`src/rtl/mac_unit.sv`:
```
// Signed multiply-accumulate: operands are registered, multiplied at full
// precision and added into a registered accumulator that drives f.
module mac_unit #(
  parameter int IN_W     = 8,
  parameter int ACC_W    = 16,
  parameter bit SATURATE = 1'b1
) (
  input  logic                    clk,
  input  logic                    reset,
  input  logic signed [IN_W-1:0]  a,
  input  logic signed [IN_W-1:0]  b,
  output logic signed [ACC_W-1:0] f
);

  localparam logic signed [ACC_W-1:0] ACC_MAX = {1'b0, {(ACC_W-1){1'b1}}};
  localparam logic signed [ACC_W-1:0] ACC_MIN = {1'b1, {(ACC_W-1){1'b0}}};

  logic signed [IN_W-1:0]   a_r;
  logic signed [IN_W-1:0]   b_r;
  logic signed [2*IN_W-1:0] prod_s;
  logic signed [ACC_W:0]    sum_s;
  logic signed [ACC_W-1:0]  next_f_s;

  // An extended sum whose two top bits differ has left the ACC_W range.
  function automatic logic signed [ACC_W-1:0] clamp_fn(input logic signed [ACC_W:0] s);
    logic signed [ACC_W-1:0] r;
    if (s[ACC_W] == s[ACC_W-1]) begin
      r = s[ACC_W-1:0];
    end else if (s[ACC_W] == 1'b0) begin
      r = ACC_MAX;
    end else begin
      r = ACC_MIN;
    end
    return r;
  endfunction

  // Full-precision product and one-bit-wider sum, then clamp or wrap.
  always_comb begin
    prod_s = a_r * b_r;
    sum_s  = (ACC_W+1)'(f) + (ACC_W+1)'(prod_s);
    if (SATURATE) begin
      next_f_s = clamp_fn(sum_s);
    end else begin
      next_f_s = sum_s[ACC_W-1:0];
    end
  end

  // Operand and accumulator registers; reset discards the in-flight pair.
  always_ff @(posedge clk) begin
    if (reset) begin
      a_r <= {IN_W{1'b0}};
      b_r <= {IN_W{1'b0}};
      f   <= {ACC_W{1'b0}};
    end else begin
      a_r <= a;
      b_r <= b;
      f   <= next_f_s;
    end
  end

endmodule

```
`config.mk`:
```
export PLATFORM = sky130hd
export DESIGN_NAME = mac_unit
export DESIGN_NICKNAME = d
export VERILOG_FILES = /design/src/rtl/mac_unit.sv
export SDC_FILE = /design/constraint.sdc
export NUM_CORES = 1
export LEC_CHECK = 0
export ABC_AREA = 1
export CAP_MARGIN = 10
export CORE_MARGIN = 4
export CORE_UTILIZATION = 55
export DETAILED_ROUTE_END_ITERATION = 7
export PLACE_DENSITY = 0.81
export SLEW_MARGIN = 25
export SYNTH_ARGS = -nofsm -noshare
export SYNTH_HDL_FRONTEND = slang
export SYNTH_SLANG_ARGS = --single-unit
```
`constraint.sdc`:
```
create_clock -name clk -period 5 [get_ports clk]
set_clock_uncertainty 0.15 [all_clocks]
set_input_delay 0.5 -clock clk [delete_from_list [all_inputs] [get_ports clk]]
set_output_delay 0.5 -clock clk [all_outputs]
set_load 0.05 [all_outputs]
```
---- Word level (Yosys, flattened, before mapping) ----
Index checks and enable logic that the tools add are counted.
storage, ports and cells
  bits in registers ....................... 32
  output and inout port bits .............. 16
  bits in read-only memories .............. 0
  latch bits .............................. 0
  memories kept ........................... 0
  bits in writable memories ............... 0
cells by class
  divide/modulo/power cells ............... 0
  add/subtract/negate cells ............... 1
  magnitude comparators ................... 0
  equality and inequality tests ........... 1
  muxes and demuxes ....................... 2
  bitwise gates (word level) .............. 0
  shifts and indexed selects .............. 0
  reduce and logical (&&, ||, !) cells .... 0
  multipliers ............................. 1
operators with widths
  cell            count
  $mux 16         2
  $add 16x16->17  1
  $mul 8x8->16    1
  $eq 1x1->1      1

---- Depth between registers and ports, before layout ----
  depth after elaboration ................. 4
  depth in mapped cells ................... 23
  mapped depth without buffers ............ 21

---- Least setup slack after synthesis ----
Ideal clock, no wire load.
  path type ............................... register -> register
  start ................................... register f[6]
  end ..................................... register f[0]
  buffers on the path ..................... 1
  clock period less this slack ............ 4.785 ns
  setup slack ............................. 0.215 ns
  data arrival time ....................... 4.517 ns
  stages on the path, launching flop included .. 20
  cell sequence ........................... dfxtp_1 -> inv_1 -> fa_1 -> inv_1 -> fa_1 -> inv_1 -> fa_1 -> inv_1 -> fa_1 -> fa_1 -> ha_1 -> a21oi_1 -> nand2_1 -> nand3_1 -> nand3_1 -> nand3_1 -> nand2_2 -> buf_6 -> a21oi_1 -> nor2_1
on the way
  word-level cells in the longest chain between the ends .. 3
  elaborated cells on any way between the ends .. 4
  classes of those cells .................. 1 x add/sub; 1 x eq/ne; 2 x mux
ends and longest elaborated chain
  element                                RTL line  source
  start, declared                        12        output logic signed [ACC_W-1:0] f
  start signal, assigned                 53        f <= {ACC_W{1'b0}};
  start signal, assigned                 57        f <= next_f_s;
  $add 16x16->17 (*)                     40        sum_s = (ACC_W+1)'(f) + (ACC_W+1)'(prod_s);
  $mux 16 or $eq 1x1->1 (tied branches)  29, 27
  $mux 16 (*)                            27        if (s[ACC_W] == s[ACC_W-1]) begin
Every way passes the cells marked *; elsewhere a longest branch is shown, timed or not.
A chain may end at the register's enable or synchronous reset.

---- Worst setup path after layout ----
  start ................................... register b_r[7]
  end ..................................... register f[2]
on the way
  word-level cells in the longest chain between the ends .. 4
  elaborated cells on any way between the ends .. 5
  classes of those cells .................. 1 x add/sub; 1 x mul; 1 x eq/ne; 2 x mux
ends and longest elaborated chain
  element                                RTL line  source
  start, declared                        19        logic signed [IN_W-1:0] b_r;
  start signal, assigned                 52        b_r <= {IN_W{1'b0}};
  $mul 8x8->16 (*)                       39        prod_s = a_r * b_r;
  $add 16x16->17 (*)                     40
  $mux 16 or $eq 1x1->1 (tied branches)  29, 27
  $mux 16 (*)                            27
Marked as above.

==> flow_summary_export.csv <==
group,metric,value,unit
setup_path,cp_data_arrival_time,4890,ps
global_routing,antenna_found_initial,0,
floorplanning,fp.dieArea,0.00931,mm2
floorplanning,start_util,56.0,%
final_layout,layout-drive-gt1-share,11.1,%
clock_network,clock_tree.buffer_depth,2,
floorplanning,coreArea,0.00769,mm2
clock_network,root_buffer,"clkbuf_8",
clock_network,clock-sinks,32,
sta,fin_crit,4850,ps
global_routing,gr-total-overflow,0,
detailed_routing,wire_per_inst,14.1,um
place,port_buffers,33,
power,power-per-cell-area,529,mW/mm2
detailed_routing,viasPerCell,4.93,
logic_synthesis,ys_seq_area_share,14.9,%
clock_network,clkSlewWorstSetupHoldPaths,90,ps
final_layout,regArea,653,um2
logic_synthesis,syn_nets,686,
setup_path,crit-reg2reg-capture,"f[2]$_SDFF_PP0_",
sta,slew_headroom,53.2,%
floorplanning,pin_count,34,
clock_network,cts_hold_buf,0,
global_routing,grt_pass1_vias,3596,
final_layout,diodes,0,
sta,setup_tns,0,ps
setup_path,cp_top_family,"adder cells",
floorplanning,die_w,96.5,um
global_routing,track_usage,22.9,%
logic_synthesis,yosys_warnings,0,
clock_network,cts_buffers,5,
setup_path,critical_path_class,"flop to flop",
setup_path,reg2reg_from,"b_r[7]$_SDFF_PP0_",
setup_path,crit_top_cell,"fa_1",
sta,tightest_slew,700,ps
floorplanning,die_h,96.5,um
setup_path,crit_path_start_kind,"flop",
global_routing,grt_max_degree,19,
place,dp.cells,688,
floorplanning,rows,32,
final_layout,multiInputGateArea,0.00315,mm2
clock_network,h-tree-depth,2,
final_layout,final_cells,703,
sta,max_freq,0.206,GHz
logic_synthesis,syn_inst,553,
detailed_routing,postRouteAntennaNets,0,
detailed_routing,vias,3464,
setup_path,rr_worst_depth,19,
hold_path,hp-class,"flop to flop",
hold_path,worstHoldEndpoint,"f[0]$_SDFF_PP0_",
detailed_routing,first_pass_iters,4,
outcome,status,"completed",
final_layout,syn_to_final_growth,18.8,%
detailed_routing,wl,9910,um
power,ir_drop,0.350,mV
clock_network,cts_tree,"built",
setup_path,max_stage_delay,520,ps
setup_path,crit_required,5050,ps
sta,min_period_over_period,96.9,%
setup_path,worstSetupEndpointType,"flop",
detailed_routing,drt_iter0_drc,132,
logic_synthesis,netlist_area,0.00431,mm2
setup_path,critPathMaxFanout,9,
hold_path,holdPathStages,3,
final_layout,fill_cells,626,
power,p_leak,0.00301,uW
run,maxCapViolCount,0,
detailed_routing,drc,0,
final_layout,layout.nets,733,
setup_path,regToRegSetupSlack,150,ps
place,hpwl,8260,um
sta,setup-violations-final,0,
sta,hold_viol,0,
final_layout,final_util,66.6,%
sta,slew_viol_final,0,
setup_path,slowest_stage,"fa_1",
setup_path,path_buf_inv,3,
logic_synthesis,synth_area_per_cell,7.79,um2
place,place_congestion,0.873,
logic_synthesis,synth_seq_cells,32,
setup_path,cp_cell_sequence,"inv_1 -> or2_2 -> fa_1 -> fa_1 -> inv_1 -> fa_1 -> fa_1 -> fa_1 -> ha_4 -> buf_4 -> nand2_1 -> nor2_1 -> nand3_1 -> nand3_1 -> nand2_1 -> nand2_2 -> nand3_4 -> nand2_4 -> nor2_1",
global_routing,grt_pass1_wl,16300,um
logic_synthesis,ys_types,20,
hold_path,hold_path.startpoint,"f[0]$_SDFF_PP0_",
clock_network,clkLatencyLatePin,300,ps
## cells in the final DEF, fill, tap and decap left out, drive strengths merged
cell,instances
clkinvlp,3
fa,76
xor2,7
dfxtp,32
clkbuf,5
buf,24
nand4,1
or2,1
ha,39
nor2,37
a21o,1
clkinv,2
a21oi,16
clkdlybuf4s50,33
inv,151
nand2,141
nand3,31
o21ai,1
## layout make-up
class | count | area share, %
tap | 102 | 2.49
sequential | 32 | 12.8
multi-input combinational | 351 | 61.6
clock buffer | 5 | 1.34
inverter | 153 | 11.3
clock inverter | 3 | 0.464
timing repair buffer | 57 | 9.97
## flip-flops by register name, indices dropped and copies added (netlist names)
signal  cells
f          16
b_r         8
a_r         8
## cell families (layout without fill, tap and decap cells)
logic type / count (synthesis) / in the layout / synth area share, %
AO/OA/AOI/OAI: 18 / 18 / 2.15
AND/OR/NAND/NOR: 210 / 211 / 19.8
flip-flops: 32 / 32 / 14.9
XOR/XNOR: 7 / 7 / 1.42
buffers and inverters: 171 / 218 / 15.1
adder cells (fa/ha/maj): 115 / 115 / 46.6
## synthesized netlist by cell type
library cell,instances,share of area [%]
nand2_2,2,0.29
buf_6,1,0.26
clkbuf_1,17,1.5
nand2_1,138,12
inv_2,1,0.087
a21oi_1,16,1.9
or2_2,1,0.15
xor2_1,7,1.4
fa_1,76,35
nand3_1,28,3.3
nand3_2,3,0.70
inv_1,151,13
o21ai_0,1,0.12
nor2_2,1,0.15
dfxtp_1,32,15
nor2_1,36,3.1
ha_1,39,11
a21o_1,1,0.17
clkinv_1,1,0.087
nand4_1,1,0.15
## worst max path at each step
stage / start / end / slack [ps] / depth (start not counted)
floorplan: f[6]$_SDFF_PP0_ / f[0]$_SDFF_PP0_ / 220 / 19
global placement: b_r[7]$_SDFF_PP0_ / f[14]$_SDFF_PP0_ / 100 / 20
detailed placement: a_r[7]$_SDFF_PP0_ / f[2]$_SDFF_PP0_ / -50 / 19
CTS: a_r[7]$_SDFF_PP0_ / f[13]$_SDFF_PP0_ / 20 / 19
global route: b_r[7]$_SDFF_PP0_ / f[13]$_SDFF_PP0_ / -50 / 19
finish: b_r[7]$_SDFF_PP0_ / f[2]$_SDFF_PP0_ / 150 / 19
## per-stage QoR
stage	hold slack [ps]	setup WS, ps	power [uW]	area, um2
after floorplan	457	215	1770	4310
after global placement	430	105	2160	4830
after detailed placement	470	-54.1	2240	4830
after CTS	490	23.0	2460	4930
after global routing	534	-47.7	2970	5120
final	477	153	2710	5120
## repair_timing
item / 4_1_cts / 5_1_grt
buffers inserted: 0 / 6
resized for setup: 3 / 32
endpoints found under the setup margin: 15 / 16
cloned: 0 / 1
pin swaps: 0 / 10
## worst min-delay path, stage by stage, from the launching register on
cell and delay (ps):
dfxtp_1 350, ha_1 140, a21oi_1 40, nor2_1 70
## power by group
group	switching [uW]	leakage (uW)	internal [uW]	total, uW
Sequential	64.5	0.000269	326	391
Clock	118	0.0000404	98.7	216
Combinational	1270	0.00271	832	2100
## layer usage
| layer | part of all wire [%] | GRT usage [%] | wire [um] | vias to the layer above |
|---|---|---|---|---|
| met3 | 3.5 | 3.02 | 343 | 14 |
| li1 | - | - | - | 1674 |
| met1 | 41 | 28.9 | 4110 | 1691 |
| met5 | 0 | 0 | 0 | - |
| met2 | 53 | 40.6 | 5260 | 85 |
| met4 | 2.0 | 7.59 | 200 | 0 |
Power figures use the tool's default switching activity.
